===== config.mk =====
export PLATFORM = sky130hd
export DESIGN_NAME = pattern_hit_logger
export DESIGN_NICKNAME = d
export VERILOG_FILES = /design/src/rtl/pattern_hit_logger.sv
export SDC_FILE = /design/constraint.sdc
export NUM_CORES = 1
export LEC_CHECK = 0
export BUFFER_PORTS_ARGS = -buffer_cell sky130_fd_sc_hd__buf_2
export CAP_MARGIN = 5
export CORE_MARGIN = 5
export CORE_UTILIZATION = 50
export CTS_BUF_LIST = sky130_fd_sc_hd__clkbuf_4
export CTS_CLUSTER_SIZE = 16
export DETAILED_ROUTE_END_ITERATION = 12
export PLACE_DENSITY_LB_ADDON = 0.15
export SYNTH_ARGS = -nofsm -noshare
export SYNTH_HDL_FRONTEND = slang
export SYNTH_SLANG_ARGS = --single-unit

===== constraint.sdc =====
create_clock -name clock -period 3.7 [get_ports clock]
set_input_delay 0.185 -clock clock [delete_from_list [all_inputs] [get_ports clock]]
set_output_delay 0.185 -clock clock [all_outputs]
set_load 0.01 [all_outputs]

===== src/rtl/pattern_hit_logger.sv =====
// Timestamps hits from the 1-0-9-4 sequence detector, counts them and queues the
// timestamps for a host. Optional macro PATTERN_LOG_GAP_EN adds the last_gap port.
module pattern_hit_logger #(
  parameter int TS_W  = 16,
  parameter int CNT_W = 8,
  parameter int DEPTH = 8
) (
  input  logic                     clock,
  input  logic                     reset_n,
  input  logic                     pattern,
  input  logic                     clear,
  input  logic                     rd_ready,
  output logic                     rd_valid,
  output logic [TS_W-1:0]          rd_data,
  output logic [CNT_W-1:0]         hit_count,
  output logic [$clog2(DEPTH):0]   fill,
  output logic                     overflow
`ifdef PATTERN_LOG_GAP_EN
  ,
  output logic [TS_W-1:0]          last_gap
`endif
);

  localparam int AW = $clog2(DEPTH);
  localparam int FW = AW + 1;

  localparam logic [AW-1:0]    PTR_ONE   = AW'(1);
  localparam logic [AW-1:0]    PTR_ZERO  = AW'(0);
  localparam logic [FW-1:0]    FILL_ONE  = FW'(1);
  localparam logic [FW-1:0]    FILL_TWO  = FW'(2);
  localparam logic [FW-1:0]    FILL_ZERO = FW'(0);
  localparam logic [FW-1:0]    FILL_FULL = FW'(DEPTH);
  localparam logic [TS_W-1:0]  TS_ONE    = TS_W'(1);
  localparam logic [TS_W-1:0]  TS_ZERO   = TS_W'(0);
  localparam logic [CNT_W-1:0] CNT_ONE   = CNT_W'(1);
  localparam logic [CNT_W-1:0] CNT_ZERO  = CNT_W'(0);

  logic [TS_W-1:0] ts;
  logic [TS_W-1:0] mem [DEPTH];
  logic [AW-1:0]   wr_ptr;
  logic [AW-1:0]   rd_ptr;

  logic            full;
  logic            hit;
  logic            pop;
  logic            push;
  logic            drop;
  logic [FW-1:0]   fill_nxt;
  logic [TS_W-1:0] head_nxt;

  // Handshake decode, next occupancy and next head value.
  always_comb begin
    full     = (fill == FILL_FULL);
    hit      = pattern & ~clear;
    pop      = rd_valid & rd_ready & ~clear;
    push     = hit & (~full | pop);
    drop     = hit & full & ~pop;
    fill_nxt = fill;
    head_nxt = rd_data;

    case ({push, pop})
      2'b10:   fill_nxt = fill + FILL_ONE;
      2'b01:   fill_nxt = fill - FILL_ONE;
      default: fill_nxt = fill;
    endcase

    // The head after a pop is the next stored entry, or the incoming hit when
    // the FIFO held only the entry being popped.
    if (pop) begin
      if (fill >= FILL_TWO) begin
        head_nxt = mem[rd_ptr + PTR_ONE];
      end else if (push) begin
        head_nxt = ts;
      end else begin
        head_nxt = rd_data;
      end
    end else if (push && (fill == FILL_ZERO)) begin
      head_nxt = ts;
    end else begin
      head_nxt = rd_data;
    end
  end

  // Cycle counter, FIFO state, hit counter and overflow flag.
  always_ff @(posedge clock or negedge reset_n) begin
    if (!reset_n) begin
      ts        <= TS_ZERO;
      wr_ptr    <= PTR_ZERO;
      rd_ptr    <= PTR_ZERO;
      fill      <= FILL_ZERO;
      rd_valid  <= 1'b0;
      rd_data   <= TS_ZERO;
      hit_count <= CNT_ZERO;
      overflow  <= 1'b0;
      for (int i = 0; i < DEPTH; i++) begin
        mem[i] <= TS_ZERO;
      end
    end else if (clear) begin
      ts        <= TS_ZERO;
      wr_ptr    <= PTR_ZERO;
      rd_ptr    <= PTR_ZERO;
      fill      <= FILL_ZERO;
      rd_valid  <= 1'b0;
      rd_data   <= TS_ZERO;
      hit_count <= CNT_ZERO;
      overflow  <= 1'b0;
    end else begin
      ts       <= ts + TS_ONE;
      fill     <= fill_nxt;
      rd_valid <= (fill_nxt != FILL_ZERO);
      rd_data  <= head_nxt;
      if (push) begin
        mem[wr_ptr] <= ts;
        wr_ptr      <= wr_ptr + PTR_ONE;
      end
      if (pop) begin
        rd_ptr <= rd_ptr + PTR_ONE;
      end
      if (hit && !(&hit_count)) begin
        hit_count <= hit_count + CNT_ONE;
      end
      if (drop) begin
        overflow <= 1'b1;
      end
    end
  end

`ifdef PATTERN_LOG_GAP_EN
  logic [TS_W-1:0] prev_ts;
  logic            have_prev;

  // Interval between consecutive hits, dropped ones included.
  always_ff @(posedge clock or negedge reset_n) begin
    if (!reset_n) begin
      prev_ts   <= TS_ZERO;
      have_prev <= 1'b0;
      last_gap  <= TS_ZERO;
    end else if (clear) begin
      prev_ts   <= TS_ZERO;
      have_prev <= 1'b0;
      last_gap  <= TS_ZERO;
    end else if (hit) begin
      prev_ts   <= ts;
      have_prev <= 1'b1;
      if (have_prev) begin
        last_gap <= ts - prev_ts;
      end
    end
  end
`endif

endmodule

# Word level (Yosys, flattened, before mapping)
# Cells that the tools add are included.
# word_totals
ff_bits	180
input_bits	5
output_inout_bits	30
wordCells	79
# op_classes
add_sub_neg	6
order_cmp	4
eq_ne	4
n_mux	23
n_bitwise	12
reduce_logical	14
# ops
op	count
$mux 16	9
$bwmux 128	1
$bmux 16 s3	1
$demux 16 s3	1
$add 16x1->16 const B	1
$mux 8	2
$mux 3	4
$add 8x1->8 const B	1
$ge 4x4->1 const B	2
$not 3->4	2
$pmux 4 s2	1
$reduce_and 8->1	1
$reduce_bool 2->1	4
$add 3x1->3 const B	2
$and 1x1->1	6
$add 4x1->4 const B	1
$eq 4x4->1 const B	1
$ge 4x2->1 const B	1
$logic_not 4->1	1
$lt 4x1->1 const B	1
$mux 4	1
$ne 4x2->1 const B	1
$reduce_and 2->1	2
$reduce_bool 4->1	1
9 further kinds	15

# Longest topological paths before layout
# Gate-level depths: netlist of the first run.
# logic_depth
depth_word	8
ltp_mapped	12
depth_no_buf	11

# Least setup slack after synthesis of the first run
# No wires, ideal clock.
# synth_path
kind	register to register
from	register fill[1]
to	register rd_valid
setup_ns	0.139
arrival_ns	2.633
required_ns	3.561
path_slack_ns	0.929
stages_incl_launch_ff	13
n_path_buf	1
synth_period_minus_slack_ns	2.771
path_cell_list	dfrtp_1 -> buf_2 -> nor4b_2 -> a211oi_4 -> inv_1 -> ha_1 -> xor2_1 -> ha_1 -> a21oi_1 -> xor2_1 -> or3_1 -> a21oi_1 -> or4_1
# synth_between
elab_chain_cells	8
word_cells_on_any_way	11
classes_between	add/sub (2); eq/ne (3); mux (2); bitwise (3); reduce/logical (1)
# synth_lines
element	line_no	text
start: declaration	16	output logic [$clog2(DEPTH):0] fill,
start signal: assignment	109	fill <= fill_nxt;
$eq 4x4->1	53	full = (fill == FILL_FULL);
$not 1->1	56	push = hit & (~full | pop);
$or 1x1->1	56	
$and 1x1->1	56	
$eq 2x1->1 or $eq 2x2->1 (tied branches)	61	case ({push, pop})
$pmux 4 s2 *	61	
$reduce_bool 4->1 *	110	rd_valid <= (fill_nxt != FILL_ZERO);
$mux 1 *	98	end else if (clear) begin
end signal: assignment	110	
end: declaration	13	output logic rd_valid,
# Every way passes the cells marked *; elsewhere a longest branch is shown, timed or not.
# A chain may end at the register's enable or synchronous reset.

# Worst setup path in the final report of the first run
# layout_path
from	register fill[0]
to	register rd_valid
# Same word-level chain as after synthesis.

==> results of run 1 <==
==> worst paths after layout <==
| check | to | slack, ns | startpoint |
|---|---|---|---|
| worst max register to register | rd_valid | 0.51 | fill[0] |
| worst min-delay path | overflow | 0.16 | clear |
| worst min register to register | mem[61] | 0.50 | mem[61] |
| max in group asynchronous | rd_data[4] | 2.50 | reset_n |
| worst max-delay path | rd_valid | 0.51 | fill[0] |
| min in group asynchronous | mem[50] | 0.24 | reset_n |
==> synth_stat cells, drive strengths merged <==
library cell / instances / share of area [%]
mux4: 32 / 8.7
dfrtp: 180 / 55
or4: 1 / 0.091
nand3: 9 / 0.55
a31oi: 1 / 0.076
xor2: 16 / 1.7
nor3b: 4 / 0.64
xnor2: 9 / 0.96
ha: 7 / 1.1
nor4: 2 / 0.15
nand4: 3 / 0.23
nor2b: 2 / 0.15
mux2i: 1 / 0.12
nor3: 5 / 0.44
inv: 2 / 0.091
and3b: 1 / 0.11
mux2: 128 / 17
nand4b: 3 / 0.32
nand2b: 3 / 0.23
o21ai: 11 / 0.67
and4: 1 / 0.11
a21o: 2 / 0.18
a211o: 1 / 0.11
clkbuf: 30 / 1.4
buf: 16 / 1.1
a21oi: 21 / 1.3
nand2: 53 / 2.4
or3: 3 / 0.23
nand3b: 1 / 0.091
nor4b: 1 / 0.18
o21a: 1 / 0.091
a211oi: 2 / 0.33
a221o: 16 / 1.9
o31ai: 1 / 0.091
nor2: 32 / 1.5
and3: 5 / 0.38
o31a: 1 / 0.11
==> final cells by class <==
class	instances	area share, %
Sequential cell	180	50.1
Multi-Input combinational cell	379	39.2
Timing Repair Buffer	57	4.10
Tap cell	220	3.06
Clock inverter	12	1.81
Clock buffer	19	1.59
Inverter	2	0.0835
Antenna cell	2	0.0556
==> sequential cells by signal (all words and copies together) (netlist names) <==
signal and flops:
ts 16, rd_ptr 3, hit_count 8, fill 4, rd_valid 1, mem 128
rd_data 16, wr_ptr 3, overflow 1
==> per-stage QoR <==
step	power [mW]	hold WS, ns	worst slack (ns)	instances	util [%]
2_1_floorplan	2.38	-0.111	0.929	607	-
3_3_place_gp	2.54	0.346	0.751	835	52.9
3_5_place_dp	2.55	0.344	0.561	835	52.9
4_1_cts	3.73	0.126	0.517	869	55.0
5_1_grt	3.85	0.150	0.173	871	55.0
6_report	3.68	0.163	0.513	871	55.0
==> per-layer routing <==
layer | vias to the layer above | share of wire (%) | routed length, microns
met5 | - | 0 | 0
met4 | 0 | 2.7 | 478
met3 | 30 | 4.6 | 819
met2 | 102 | 47 | 8480
met1 | 2643 | 46 | 8200
li1 | 2264 | - | -
==> cell families (layout without fill, tap and decap cells) <==
group / Yosys count / after routing / synth area share [%]
flops: 180 / 180 / 54.7
simple gates: 129 / 129 / 7.79
compound gates: 57 / 57 / 4.88
fa+ha+maj: 7 / 7 / 1.06
other cells: 0 / 2 / 0
xor+xnor: 25 / 25 / 2.66
buf+inv: 48 / 90 / 2.55
mux: 161 / 161 / 26.4
==> where the power goes <==
part	internal [mW]	switching [mW]	total (mW)
Clock	0.538	0.639	1.18
Sequential	2.02	0.0523	2.07
Combinational	0.176	0.257	0.433
Total	2.73	0.948	3.68
==> worst register-to-register path, cell delays in order (launching register included) <==
cell and delay (ns):
dfrtp_1 0.50, nor4b_2 0.55, a211oi_4 0.19, inv_1 0.13, ha_1 0.26, xor2_1 0.11
ha_1 0.19, a21oi_1 0.19, xor2_1 0.20, or3_1 0.13, a21oi_1 0.07, or4_1 0.56
==> what timing repair did <==
item,CTS,global route
gates resized for setup,0,0
hold endpoints to repair,99,0
hold buffers,3,0
==> impl_metrics.tcl, run 1 <==
set metrics [dict create \
    status "finished clean" \
    fill_cells 1419 \
    worstSetupEndpointType "flop" \
    cts_inserted_buffers 17 \
    cts_tree "built" \
    rr_worst_depth 11 \
    grt_max_degree 99 \
    required_ns 4.15 \
    clockRootBuffer "clkbuf_4" \
    critPathArrivalTime_ns 3.64 \
    ff_latch_area_sq_um 4510 \
    htree_levels 4 \
    initial_core_util_pct 50.4 \
    clkLatencyLatePin_ns 0.57 \
    ys_types 45 \
    yosysWarnings 0 \
    crit_fanout 9 \
    netlist_instances 607 \
    p_leak_nw 4.31 \
    hold_path_class "input pin to flop" \
    clock_skew_ns 0.0199 \
    cpMaxStageDelayCell "or4_1" \
    met2_usage_pct 30.4 \
    drc 0 \
    final_common_cell "dfrtp_1" \
    max_freq_ghz 0.314 \
    maxCapViolations 0 \
    setup_violations 0 \
    post_cts_buffers 0 \
    grt_util_met3_pct 4.14 \
    avgSynthCellArea_sq_um 13.6 \
    wl_per_cell_microns 20.6 \
    min_period_ns 3.19 \
    overflow 0 \
    cts.path.max_buffers 2 \
    worst_slew_pin_slew_ns 0.954 \
    grt_pass1_vias 5369 \
    fp.dieH_microns 138 \
    crit_type "flop to flop" \
    design_area_sq_um 8990 \
    met1_usage_pct 27.9 \
    min_period_over_period_pct 86.1 \
    vias_per_cell 5.79 \
    vias 5039 \
    top_usage_layer "met2" \
    clock-sinks 180 \
    syn_nets 619 \
    finalSetupTns_ns 0 \
    die_w_microns 138 \
    cp_num_buf_inv 1 \
    slew_violations 0 \
    hold_path_depth 2 \
    yosysSeqAreaShare_pct 54.7 \
    peakVddDrop_v 0.000268 \
    rsz0062_at_grt "false" \
    cp_top_family "simple AND/OR/NAND/NOR gates" \
    area_delta_synth_final_pct 9.21 \
    routed_wl_mm 18.0 \
    dr.pass1.iters 5 \
    ant_nets 0 \
    netlist_area_sq_um 8240 \
    slowest_delay_ns 0.56 \
    cellPowerDensity_nw_per_um2 410 \
    cp_cell_sequence "nor4b_2, a211oi_4, inv_1, ha_1, xor2_1, ha_1, a21oi_1, xor2_1, or3_1, a21oi_1, or4_1" \
    startpoint_type "flop" \
    drive_gt1_share_pct 35.6 \
    mostFrequentLayoutCells "179 x dfrtp_1, 108 x mux2_2, 53 x nand2_1, 33 x buf_2, 32 x mux4_2" \
    ys_seq_elements 180 \
    dp_hpwl_mm 11.2 \
    path_depth 11 \
    antenna_found_initial 1 \
    io_buffers 34 \
    rows 47 \
    grt_pass1_wl_mm 29.8 \
    grtUsageTotal_pct 19.8 \
    drtIter0Drc 406 \
    clk_pin_slew_ns 0.14 \
    multiInputGateArea_sq_um 3530 \
    die_area_sq_um 19100 \
    final_hold_viol_count 0 \
    placed_area_sq_um 8650 \
    place.gp.congestion 0.790 \
    max_slew_margin_pct 36.2 \
    core_area_sq_um 16300 \
    io_pins 35 \
    layout.nets 649 \
]
Power figures use the tool's default switching activity.
==> run 2, diff against run 1 <==
--- a/config.mk
+++ b/config.mk
@@ -5,11 +5,12 @@
 export SDC_FILE = /design/constraint.sdc
 export NUM_CORES = 1
 export LEC_CHECK = 0
-export BUFFER_PORTS_ARGS = -buffer_cell sky130_fd_sc_hd__buf_2
+export BUFFER_PORTS_ARGS = -buffer_cell sky130_fd_sc_hd__buf_4
 export CAP_MARGIN = 5
 export CORE_MARGIN = 5
 export CORE_UTILIZATION = 50
 export CTS_BUF_LIST = sky130_fd_sc_hd__clkbuf_4
+export CTS_CLUSTER_DIAMETER = 150
 export CTS_CLUSTER_SIZE = 16
 export DETAILED_ROUTE_END_ITERATION = 12
 export PLACE_DENSITY_LB_ADDON = 0.15
==> impl_metrics.tcl, run 2 (same netlist as run 1, synthesis figures left out) <==
set metrics [dict create \
    p_total_mw 3.57 \
    crit_fanout 9 \
    cts.path.max_buffers 2 \
    vias_per_cell 5.74 \
    finalSetupTns_ns 0 \
    cp_top_family "simple AND/OR/NAND/NOR gates" \
    largestRegisters "mem: 128 flops, rd_data: 16 flops, ts: 16 flops" \
    layout.nets 649 \
    r2r-start "fill[0]" \
    io_pins 35 \
    slowest_delay_ns 0.54 \
    setup.worst_path.start "fill[0]" \
    crit_type "flop to flop" \
    routed_wl_mm 17.6 \
    final_hold_viol_count 0 \
    max_freq_ghz 0.321 \
    io_buffers 34 \
    grt_pass1_wl_mm 29.1 \
    startpoint_type "flop" \
    regMostFlops "mem" \
    clock-sinks 180 \
    status "finished clean" \
    clock_skew_ns 0.0213 \
    grtUsageTotal_pct 19.4 \
    slew_violations 0 \
    max_slew_margin_pct 37.8 \
    clockRootBuffer "clkbuf_4" \
    grt_max_degree 83 \
    mostFrequentLayoutCells "179 x dfrtp_1, 108 x mux2_2, 53 x nand2_1, 49 x buf_4, 32 x mux4_2" \
    maxCapViolations 0 \
    p_leak_nw 4.29 \
    cts_resized 0 \
    core_area_sq_um 16300 \
    cp_num_buf_inv 1 \
    overflow 0 \
    ant_nets 0 \
    final_common_cell "dfrtp_1" \
    drtIter0Drc 317 \
    placed_area_sq_um 8730 \
    initial_core_util_pct 50.4 \
    rows 47 \
    required_ns 4.14 \
    grt_pass1_vias 5240 \
    rrSetupSlack_ns 0.59 \
    cpMaxStageDelayCell "or4_1" \
    r2r-end "rd_valid" \
    largest_reg_flops 128 \
    die_w_microns 138 \
    setup_violations 0 \
    worst_slew_pin_slew_ns 0.930 \
    vias 4993 \
    dp_hpwl_mm 11.1 \
    cellPowerDensity_nw_per_um2 394 \
    path_depth 11 \
    htree_levels 4 \
    peakVddDrop_v 0.000203 \
    post_cts_buffers 0 \
    dr.pass1.iters 4 \
    clkLatencyLatePin_ns 0.57 \
    min_period_over_period_pct 84.1 \
    cp_cell_sequence "nor4b_2, a211oi_4, inv_1, ha_1, xor2_1, ha_1, a21oi_1, xor2_1, o21ai_0, a21oi_1, or4_1" \
    wl_per_cell_microns 20.3 \
    drc 0 \
    rr_worst_depth 11 \
    antenna_found_initial 1 \
    fin_util_pct 55.4 \
    hold_path_class "input pin to asynchronous set/reset pin" \
    cts_inserted_buffers 17 \
    fp.dieH_microns 138 \
    critPathArrivalTime_ns 3.55 \
    drive_gt1_share_pct 35.4 \
    die_area_sq_um 19100 \
    design_area_sq_um 9050 \
    cts_tree "built" \
    place.gp.congestion 0.841 \
    worstSetupEndpointType "flop" \
    min_period_ns 3.11 \
    rsz0062_at_grt "false" \
    cts_hold_buf 5 \
    clk_pin_slew_ns 0.15 \
    area_delta_synth_final_pct 9.92 \
    cp-endpoint "rd_valid" \
]
[run 2: how the worst min path moves through the flow]
| stage | start | endpoint | slack [ns] | depth (start not counted) |
|---|---|---|---|---|
| final | reset_n | mem[4] | 0.23 | 2 |
| after global routing | reset_n | mem[4] | 0.28 | 2 |
| after CTS | reset_n | hit_count[0] | 0.23 | 2 |
| after detailed placement | reset_n | rd_data[4] | 0.30 | 1 |
| after global placement | reset_n | mem[4] | 0.29 | 1 |
| after floorplan | reset_n | fill[0] | -0.11 | 0 |
[run 2: cell type report]
class | count | area [sq um]
Clock inverter | 14 | 139
Fill cell | 1380 | 7290
Inverter | 2 | 7.51
Clock buffer | 17 | 128
Multi-Input combinational cell | 379 | 3530
Antenna cell | 1 | 2.50
Tap cell | 220 | 275
Timing Repair Buffer | 57 | 469
Sequential cell | 180 | 4510
[run 2: routing by layer]
metal / vias up / GRT usage (%) / share of wire, % / wire length [microns]
li1: 2263 / - / - / -
met1: 2627 / 27.3 / 47 / 8200
met2: 81 / 31.1 / 49 / 8560
met3: 22 / 3.80 / 3.6 / 630
met4: 0 / 5.20 / 1.4 / 238
met5: - / 0 / 0 / 0
[run 2: where the power goes]
| group | internal (mW) | total [mW] | switching, mW |
|---|---|---|---|
| clock | 0.391 | 1.05 | 0.664 |
| combinational | 0.187 | 0.440 | 0.253 |
| sequential | 2.02 | 2.07 | 0.0517 |
[run 2: through the flow]
stage,cells,hold slack (ns),setup WS (ns)
6_report,870,0.233,0.586
3_5_place_dp,833,0.303,0.665
2_1_floorplan,607,-0.111,0.929
4_1_cts,869,0.235,0.613
5_1_grt,870,0.283,0.347
3_3_place_gp,833,0.287,0.789
[run 2: worst reg2reg max path, delay by kind of cell, from the launching register on]
kind / cells / cell delay, ns
AND/OR/NAND/NOR: 2 / 1.06
AO/OA/AOI/OAI: 4 / 0.52
flip-flops: 1 / 0.51
adder cells (fa/ha/maj): 2 / 0.42
XOR/XNOR: 2 / 0.36
buffers and inverters: 1 / 0.11
==> run 3, diff against run 2 <==
==> constraint.sdc (replaced) <==
create_clock -name clock -period 2.9 [get_ports clock]
set_input_delay 0.145 -clock clock [delete_from_list [all_inputs] [get_ports clock]]
set_output_delay 0.145 -clock clock [all_outputs]
set_load 0.01 [all_outputs]
==> impl_metrics.tcl, run 3 (same netlist as run 1, synthesis figures left out) <==
set metrics [dict create \
    min_period_ns 2.74 \
    io_buffers 34 \
    grtUsageTotal_pct 19.2 \
    cp_cell_sequence "nor4b_4, a211oi_4, inv_1, ha_1, xor2_1, ha_1, a21oi_1, xor2_1, or3_1, a21oi_1, or4_1" \
    die_area_sq_um 19100 \
    placed_area_sq_um 8770 \
    finalSetupTns_ns 0 \
    placed_cells 838 \
    max_freq_ghz 0.366 \
    rows 47 \
    clkLatencyLatePin_ns 0.55 \
    status "finished clean" \
    routed_wl_mm 17.7 \
    slowest_delay_ns 0.53 \
    peakVddDrop_v 0.000217 \
    drtIter0Drc 389 \
    ff_latch_area_sq_um 4510 \
    core_area_sq_um 16300 \
    cts.path.max_buffers 2 \
    final_common_cell "dfrtp_1" \
    setup_slack_ns 0.165 \
    fill_cells 1394 \
    antenna_found_initial 1 \
    cts_inserted_buffers 17 \
    final_hold_viol_count 0 \
    required_ns 3.33 \
    wl_per_cell_microns 20.2 \
    place.gp.congestion 0.805 \
    vias 5018 \
    mostFrequentLayoutCells "179 x dfrtp_1, 108 x mux2_2, 54 x buf_4, 53 x nand2_1, 32 x mux4_2" \
    fp.dieH_microns 138 \
    fin_util_pct 55.5 \
    startpoint_type "flop" \
    htree_levels 4 \
    die_w_microns 138 \
    clockRootBuffer "clkbuf_4" \
    min_period_over_period_pct 94.3 \
    clock-sinks 180 \
    maxCapViolations 0 \
    p_leak_nw 4.31 \
    drc 0 \
    worst_hold_slack_ns 0.168 \
    stdcell_count 874 \
    area_delta_synth_final_pct 10.2 \
    dr.pass1.iters 4 \
    p_total_mw 4.52 \
    post_cts_buffers 0 \
    vias_per_cell 5.74 \
    design_area_sq_um 9080 \
    layout.nets 653 \
    cellPowerDensity_nw_per_um2 498 \
    largestRegisters "mem: 128 flops, rd_data: 16 flops, ts: 16 flops" \
    grt_max_degree 66 \
    critPathArrivalTime_ns 3.17 \
    max_slew_margin_pct 53.3 \
    place_ws_ns 0.0996 \
    clock_skew_ns 0.0191 \
    initial_core_util_pct 50.4 \
    largest_reg_flops 128 \
    grt_pass1_wl_mm 29.0 \
    slew_violations 0 \
    crit_fanout 5 \
    ant_nets 0 \
    drive_gt1_share_pct 35.8 \
    grt_pass1_vias 5110 \
    worst_slew_pin_slew_ns 0.700 \
    clk_pin_slew_ns 0.14 \
    setup_violations 0 \
    cpMaxStageDelayCell "or4_1" \
    multiInputGateArea_sq_um 3540 \
    cts_tree "built" \
    io_pins 35 \
    crit_type "flop to flop" \
    worstSetupEndpointType "flop" \
    dp_hpwl_mm 10.9 \
    regMostFlops "mem" \
    hold_path_class "input pin to asynchronous set/reset pin" \
    overflow 0 \
]
## run 3: changes by cell type in the layout (fill, tap and decap cells not counted)
cell / change
buf_4: +5
clkinvlp_4: -3
dlygate4sd3_1: -1
clkbuf_4: +1
nor4b_4: +1
clkinv_1: +1
clkinv_2: +3
nor4b_2: -1
clkinv_4: -1
inv_6: -1
## run 3: metal layers
layer / track usage [%] / part of all wire, %
met1: 27.3 / 46
met2: 30.7 / 49
met3: 3.87 / 3.8
met4: 5.10 / 1.1
met5: 0 / 0
## run 3: area by class of cell
| type | instances | area share, % |
|---|---|---|
| well taps | 220 | 3.03 |
| inverters | 2 | 0.0827 |
| clock inverters | 13 | 1.30 |
| repair buffers | 61 | 5.47 |
| diodes | 1 | 0.0276 |
| clock buffers | 18 | 1.49 |
| flip-flops and latches | 180 | 49.6 |
| multi-input cells | 379 | 39.0 |
## run 3: worst max-delay path: cells and delay by family (launching register included)
| kind | cells | cell delay, ns |
|---|---|---|
| adders and majority gates | 2 | 0.44 |
| and+or+nand+nor | 3 | 1.04 |
| DFF | 1 | 0.43 |
| AOI/OAI and AO/OA | 3 | 0.33 |
| buffers and inverters | 1 | 0.10 |
| xor gates and xnor gates | 2 | 0.28 |
## run 3: path summary, 6_finish.rpt
check                        start  depth (start not counted)  slack [ns]   endpoint
max                        fill[2]                         11        0.16   rd_valid
min                        reset_n                          2        0.17  rd_ptr[2]
max reg2reg                fill[2]                         11        0.16   rd_valid
min reg2reg                mem[53]                          1        0.50    mem[53]
max in group asynchronous  reset_n                          3        1.98     ts[14]
min in group clock           clear                          3        0.38  wr_ptr[0]
## run 3: timing repair
action | 4_1_cts | 5_1_grt
endpoints found under the setup margin | 0 | 1
endpoints found under the hold margin | 75 | 0
hold buffers | 4 | 0
resized for setup | 0 | 1
## run 3: report_power, final
part | total (mW) | internal (mW) | switching [mW] | leakage [nW]
logic | 0.570 | 0.242 | 0.328 | 1.68
registers | 2.64 | 2.58 | 0.0608 | 2.50
clock network | 1.31 | 0.499 | 0.808 | 0.142
